<file path="src/rtl/parking_allocator.sv">
// rtl/parking_allocator.sv - entry/exit controller for a small parking lot
// Lowest-free-spot allocation, timed entry gate, deny when full, checked departures.
module parking_allocator #(
  parameter int NUM_SPOTS        = 3,
  parameter int GATE_OPEN_CYCLES = 4,
  localparam int IW = (NUM_SPOTS > 1) ? $clog2(NUM_SPOTS) : 1,
  localparam int CW = (GATE_OPEN_CYCLES > 1) ? $clog2(GATE_OPEN_CYCLES) : 1
) (
  input  logic                 clk,
  input  logic                 reset_n,
  input  logic                 arrive,
  input  logic                 depart,
  input  logic [IW-1:0]        depart_spot,
  output logic [NUM_SPOTS-1:0] occ,
  output logic                 grant,
  output logic [IW-1:0]        grant_spot,
  output logic                 deny,
  output logic                 gate_open,
  output logic                 full,
  output logic                 err
);

  typedef enum logic {IDLE, OPEN} state_t;

  state_t                 state;
  logic                   pend;
  logic [CW-1:0]          cnt;

  logic                   free_found;
  logic [IW-1:0]          free_idx;
  logic [NUM_SPOTS-1:0]   dep_mask;
  logic                   dep_valid;
  logic [NUM_SPOTS-1:0]   clr_mask;
  logic [NUM_SPOTS-1:0]   set_mask;
  logic                   request;
  logic                   alloc;

  assign full = &occ;

  always_comb begin
    free_found = 1'b0;
    free_idx   = '0;
    // Scan downward so the last hit, i.e. the lowest free index, wins.
    for (int i = NUM_SPOTS - 1; i >= 0; i--) begin
      if (!occ[i]) begin
        free_found = 1'b1;
        free_idx   = IW'(i);
      end
    end
    // An out-of-range index shifts the one-hot mask to zero, so it never matches occ.
    dep_mask  = NUM_SPOTS'(1) << depart_spot;
    dep_valid = depart && ((occ & dep_mask) != '0);
    clr_mask  = dep_valid ? dep_mask : '0;
    set_mask  = NUM_SPOTS'(1) << free_idx;
    request   = arrive | pend;
    alloc     = (state == IDLE) && request && free_found;
  end

  always_ff @(posedge clk or negedge reset_n) begin
    if (!reset_n) begin
      state      <= IDLE;
      pend       <= 1'b0;
      cnt        <= '0;
      occ        <= '0;
      grant      <= 1'b0;
      grant_spot <= '0;
      deny       <= 1'b0;
      gate_open  <= 1'b0;
      err        <= 1'b0;
    end else begin
      grant <= 1'b0;
      deny  <= 1'b0;
      err   <= depart && !dep_valid;
      // Allocation sees pre-edge occ; clear and set target different bits.
      occ   <= (occ & ~clr_mask) | (alloc ? set_mask : '0);

      case (state)
        IDLE: begin
          if (request) begin
            if (free_found) begin
              grant      <= 1'b1;
              grant_spot <= free_idx;
              gate_open  <= 1'b1;
              cnt        <= CW'(GATE_OPEN_CYCLES - 1);
              pend       <= 1'b0;
              state      <= OPEN;
            end else if (dep_valid) begin
              // A spot frees this edge; retry next cycle instead of refusing.
              pend <= 1'b1;
            end else begin
              deny <= 1'b1;
              pend <= 1'b0;
            end
          end
        end
        OPEN: begin
          if (arrive) pend <= 1'b1;
          if (cnt == '0) begin
            gate_open <= 1'b0;
            state     <= IDLE;
          end else begin
            cnt <= cnt - 1'b1;
          end
        end
        default: state <= IDLE;
      endcase
    end
  end

endmodule
</file>
<file path="config.mk">
export PLATFORM = sky130hd
export DESIGN_NAME = parking_allocator
export DESIGN_NICKNAME = d
export VERILOG_FILES = /design/src/rtl/parking_allocator.sv
export SDC_FILE = /design/constraint.sdc
export NUM_CORES = 1
export LEC_CHECK = 0
export BUFFER_PORTS_ARGS = -buffer_cell sky130_fd_sc_hd__buf_2
export CORE_MARGIN = 5
export CORE_UTILIZATION = 35
export CTS_CLUSTER_DIAMETER = 150
export DETAILED_ROUTE_END_ITERATION = 12
export SLEW_MARGIN = 25
export SYNTH_ARGS = -nofsm -noshare
export SYNTH_HDL_FRONTEND = slang
export SYNTH_SLANG_ARGS = --single-unit
</file>
<file path="constraint.sdc">
create_clock -name clk -period 2.31 [get_ports clk]
set_input_delay 0.3465 -clock clk [delete_from_list [all_inputs] [get_ports clk]]
set_output_delay 0.3465 -clock clk [all_outputs]
set_load 0.03 [all_outputs]
</file>
==> flow_summary.json, run 1 <==
{
  "cts_hold_buf": 1,
  "nFillCells": 153,
  "seq_area_um2": 325,
  "synthTopCellsByCount": "dfrtp_1, nand2_1, nor2_1",
  "grt_max_degree": 14,
  "outcome": "completed",
  "grt_pass1_vias": 433,
  "p_leak_nw": 0.358,
  "antenna_left": 0,
  "critical_path_class": "reg2out",
  "firstDrtPassIters": 4,
  "synth-adder-area-share_pct": 2.11,
  "drc": 0,
  "relSlewSlack_pct": 80.9,
  "io_pins": 16,
  "avgSynthCellArea_um2": 11.4,
  "cts_tree": "yes",
  "syn_inst": 52,
  "synth.most_common_cell": "dfrtp_1",
  "endpoint_kind": "output pin",
  "clk_pin_slew_ns": 0.07,
  "ys.flop_type": "dfrtp_1",
  "grtUsageTotal_pct": 10.5,
  "seq_area_frac_synth_pct": 54.7,
  "post_drt_wl_per_cell_um": 12.6,
  "place_worst_setup_slack_ns": 1.08,
  "layout-drive-gt1-share_pct": 34.7,
  "synth.top_cell.area_share_pct": 54.7,
  "synth_compound_area_share_pct": 21.1,
  "initial_core_util_pct": 38.1,
  "post-synth-top-area-cell": "dfrtp_1",
  "skew_ns": 0.00216,
  "min_path_type": "in2reg",
  "dp_hpwl_um": 834,
  "arrival_ns": 1.18,
  "setup_viol": 0,
  "tightestPinTransition_ns": 0.287,
  "die_w_um": 51.2,
  "yosys.area_share.simple_pct": 13.5,
  "power_density_mw_per_mm2": 1490,
  "maxCapViolations": 0,
  "synth_area_um2": 594,
  "place_congestion": 0.794,
  "setup_ws_ns": 0.785,
  "synth_top_family_by_area": "compound AO/OA/AOI/OAI gates",
  "fmax_mhz": 656,
  "via_count": 454,
  "ir_drop_uv": 638,
  "synthArstFlopShare_pct": 100,
  "port-buffer-count": 15,
  "area_growth_pct": 22.1,
  "ys_seq_elements": 13,
  "cts_setup_buffers": 0,
  "fin_tns_setup_ns": 0,
  "core_area_mm2": 0.00156,
  "synthMuxAreaShare_pct": 5.89,
  "start_kind": "flop",
  "multiInputGateArea_um2": 253,
  "hold_viol": 0,
  "viasPerCell": 5.16,
  "synth.distinct_cells": 25,
  "synth_area_leaders": "dfrtp_1, mux2i_1, o21bai_4",
  "antenna_found_initial": 0,
  "fin_crit_sh_pct": 66.0,
  "yosys_warnings": 0,
  "report.final.slew_viol_count": 0,
  "synth_edf_count": 0,
  "clkLatencyLatePin_ns": 0.28,
  "crit_required_ns": 1.96,
  "min_period_ns": 1.52,
  "die_area_mm2": 0.00262,
  "cts.sinks": 13,
  "nets": 80,
  "worstPathMaxFanout": 8,
  "row_count": 14,
  "rsz0062_at_grt": "false",
  "grt_pass1_wl_um": 1980,
  "root_buffer": "clkbuf_4",
  "clockBufferDepth": 2,
  "overflow": 0,
  "cts_resized": 0,
  "drtIter0Drc": 12,
  "synth.net_count": 59,
  "synth-xor-area-share_pct": 0,
  "cts_htree_levels": 1,
  "cts_buffers": 3,
  "die_h_um": 51.2,
  "num_antenna_cells": 0,
  "totalWireLength_um": 1110
}
==> path summary, 6_finish.rpt <==
check,from,end,slack [ns],depth (start not counted)
max,occ[0]$_DFF_PN0_,full,0.79,3
min,depart,deny$_DFF_PN0_,0.33,2
max reg2reg,cnt[0]$_DFFE_PN0P_,cnt[0]$_DFFE_PN0P_,1.06,5
min reg2reg,gate_open$_DFFE_PN0P_,gate_open$_DFFE_PN0P_,0.48,1
max in group asynchronous,reset_n,cnt[0]$_DFFE_PN0P_,1.61,2
min in group asynchronous,reset_n,occ[0]$_DFF_PN0_,0.48,2
==> worst max-delay path: stages, from the launching register on <==
cell and delay, ns:
dfrtp_1 0.47, nand3_2 0.15, clkinv_2 0.09, buf_2 0.19
==> metrics by stage <==
| stage | utilization [%] | hold WS [ns] | area, um2 | total power, mW | std cells |
|---|---|---|---|---|---|
| 2_1_floorplan | - | 0.0509 | 594 | 0.815 | 52 |
| 3_3_place_gp | 44.2 | 0.248 | 689 | 0.950 | 83 |
| 3_5_place_dp | 44.2 | 0.252 | 689 | 0.955 | 83 |
| 4_1_cts | 46.5 | 0.323 | 726 | 1.10 | 88 |
| 5_1_grt | 46.5 | 0.337 | 726 | 1.18 | 88 |
| 6_report | 46.5 | 0.330 | 726 | 1.08 | 88 |
==> registers in the layout (all words and copies together), names as in the netlist <==
name,flops
cnt,2
state,1
err,1
grant,1
pend,1
deny,1
grant_spot,2
occ,3
gate_open,1
==> per-layer routing <==
metal  vias to the layer above  routed length (um)  global-route usage (%)
li1                        224                   -                       -
met1                       215                 490                    12.3
met2                        10                 533                    15.9
met3                         5                  57                    4.36
met4                         0                  31                    6.73
met5                         -                   0                       0
==> area by class of cell <==
| class | count | share of cell area (%) |
|---|---|---|
| Clock buffer | 4 | 3.62 |
| Tap cell | 16 | 2.76 |
| Timing Repair Buffer | 16 | 11.7 |
| Sequential cell | 13 | 44.8 |
| Multi-Input combinational cell | 35 | 34.8 |
| Inverter | 4 | 2.24 |
==> cells in the final DEF (no fill, tap or decap) <==
master and instances:
a211oi_1 1, a21o_1 1, a21oi_1 2, a22o_1 1, a2bb2oi_1 1, a31o_2 1
a41oi_1 1, buf_2 15, clkbuf_1 1, clkbuf_4 3, clkinv_2 1, dfrtp_1 13
dlygate4sd3_1 1, ha_1 1, inv_1 3, mux2_4 1, mux2i_1 2, nand2_1 4
nand2b_1 2, nand3_2 1, nand3b_1 2, nor2_1 4, nor2b_1 2, o21ai_0 3
o21ai_1 1, o21ai_2 1, o21ba_2 1, o21bai_4 1, o31ai_1 1
==> power breakdown <==
| part | internal, mW | switching, mW | total [mW] |
|---|---|---|---|
| clock | 0.0670 | 0.0714 | 0.138 |
| sequential | 0.329 | 0.0899 | 0.419 |
| combinational | 0.212 | 0.316 | 0.527 |
| total | 0.607 | 0.477 | 1.08 |
==> cells by family (layout without fill, tap and decap cells) <==
group	count (synthesis)	count (layout)
fa+ha+maj	1	1
compound gates	16	16
buf+inv	4	24
mux	3	3
simple gates	15	15
flops	13	13
Power figures use the tool's default switching activity.
==> run 2, diff against run 1 <==
==> constraint.sdc (replaced) <==
create_clock -name clk -period 1.2 [get_ports clk]
set_input_delay 0.18 -clock clk [delete_from_list [all_inputs] [get_ports clk]]
set_output_delay 0.18 -clock clk [all_outputs]
set_load 0.03 [all_outputs]
==> flow_summary.json, run 2 (synthesis gave the netlist of run 1 again) <==
{
  "outcome": "finished, violations left",
  "violations": "negative setup slack",
  "fin_util_pct": 57.1,
  "antenna_left": 0,
  "io_pins": 16,
  "crit_chain": "buf_6, mux2i_1, o21ai_2, a31o_2",
  "layout_common_cells": "buf_2, dfrtp_1, buf_4",
  "overflow": 0,
  "grt_max_degree": 14,
  "layout-drive-gt1-share_pct": 54.2,
  "fin_tns_setup_ns": -0.00528,
  "cp.depth": 4,
  "skew_ns": 0.00737,
  "rr_startpoint": "occ[1]$_DFF_PN0_",
  "top_regs": "occ (3), cnt (2), grant_spot (2)",
  "relSlewSlack_pct": 80.9,
  "port-buffer-count": 15,
  "r2r_end": "pend$_DFFE_PN0P_",
  "fmax_mhz": 830,
  "grtUsageTotal_pct": 12.4,
  "power_density_mw_per_mm2": 2960,
  "grt_pass1_wl_um": 2350,
  "maxCapViolations": 0,
  "viasPerCell": 4.97,
  "final_cell_count_no_fill": 99,
  "worstPathMaxFanout": 4,
  "max_flop_register": "occ",
  "die_w_um": 51.2,
  "clk_pin_slew_ns": 0.08,
  "die_h_um": 51.2,
  "row_count": 14,
  "drtIter0Drc": 4,
  "endpoint": "pend$_DFFE_PN0P_",
  "final_common_cell": "buf_2",
  "top_layer_used": "met4",
  "clkLatencyLatePin_ns": 0.28,
  "min_path_type": "in2reg",
  "initial_core_util_pct": 38.1,
  "post_drt_wl_per_cell_um": 14.3,
  "cts.sinks": 13,
  "min_period_ns": 1.21,
  "critical_path_class": "reg2reg",
  "rrSetupSlack_ns": -0.005,
  "report.final.slew_viol_count": 0,
  "reg2reg_depth": 4,
  "setup_ws_ns": -0.00528,
  "endpoint_kind": "flop",
  "drc": 0,
  "cp_slowest_cell": "dfrtp_2",
  "cts_htree_levels": 1,
  "totalWireLength_um": 1420,
  "tightestPinTransition_ns": 0.287,
  "fin_crit_sh_pct": 100,
  "dp_hpwl_um": 912,
  "cpPeakStageDelay_ns": 0.44,
  "die_area_mm2": 0.00262,
  "critPathLaunch": "occ[1]$_DFF_PN0_",
  "crit_required_ns": 1.37,
  "arrival_ns": 1.37,
  "core_area_mm2": 0.00156,
  "hold_viol": 0,
  "wl_met3_um": 70,
  "cts_tree": "yes",
  "m1WireLength_um": 606,
  "cts_buffers": 3,
  "root_buffer": "clkbuf_4",
  "antenna_found_initial": 0,
  "wl_met2_um": 705,
  "crit_family": "flip-flops",
  "nets": 91,
  "p_leak_nw": 0.421,
  "grt_pass1_vias": 526,
  "crit_buf_inv": 1,
  "area_growth_pct": 49.7,
  "place_congestion": 0.737,
  "whs_ns": 0.170,
  "start_kind": "flop",
  "dp.cells": 86,
  "rsz0062_at_grt": "true",
  "setup_viol": 1,
  "clockBufferDepth": 2,
  "num_antenna_cells": 0,
  "largest_register_ffs": 3,
  "ir_drop_uv": 1660,
  "via_count": 492,
  "firstDrtPassIters": 2
}
==> run 2: final cells by class <==
cell class | count | area, um2
fillers | 143 | 669
flip-flops and latches | 13 | 330
multi-input cells | 35 | 289
repair buffers | 27 | 204
clock buffers | 4 | 26.3
inverters | 4 | 20.0
well taps | 16 | 20.0
==> run 2: worst min path at each step <==
stage | from | endpoint | slack, ns | depth (start not counted)
floorplan | reset_n | cnt[0]$_DFFE_PN0P_ | -0.12 | 0
global placement | reset_n | grant_spot[1]$_DFFE_PN0P_ | 0.09 | 1
detailed placement | reset_n | grant_spot[1]$_DFFE_PN0P_ | 0.08 | 1
CTS | depart | deny$_DFF_PN0_ | 0.15 | 2
global route | depart | deny$_DFF_PN0_ | 0.17 | 2
finish | depart | deny$_DFF_PN0_ | 0.17 | 2
==> run 2: timing repair <==
item,4_1_cts,5_1_grt
buffers inserted,4,4
resized for setup,9,10
hold buffers,1,0
pin swaps,1,3
endpoints found under the hold margin,13,0
setup endpoints to repair,2,9
==> run 2: stage by stage <==
stage,instance area [um2],power (mW),setup WS [ns]
final,890,2.64,-0.00528
after global routing,890,2.85,-0.0182
after CTS,822,2.44,-0.0158
after detailed placement,719,1.96,-0.00980
after global placement,719,1.93,0.0472
after floorplan,602,1.59,0.00983
==> run 2: layer usage <==
layer / track usage, % / vias to the layer above
li1: - / 244
met1: 15.3 / 234
met2: 19.5 / 10
met3: 5.23 / 4
met4: 4.04 / 0
met5: 0 / -
==> run 2: power by group <==
| part | switching [mW] | total, mW | internal (mW) | leakage [nW] |
|---|---|---|---|---|
| registers | 0.164 | 0.810 | 0.647 | 0.151 |
| clock network | 0.137 | 0.266 | 0.129 | 0.0150 |
| logic | 0.789 | 1.56 | 0.769 | 0.255 |
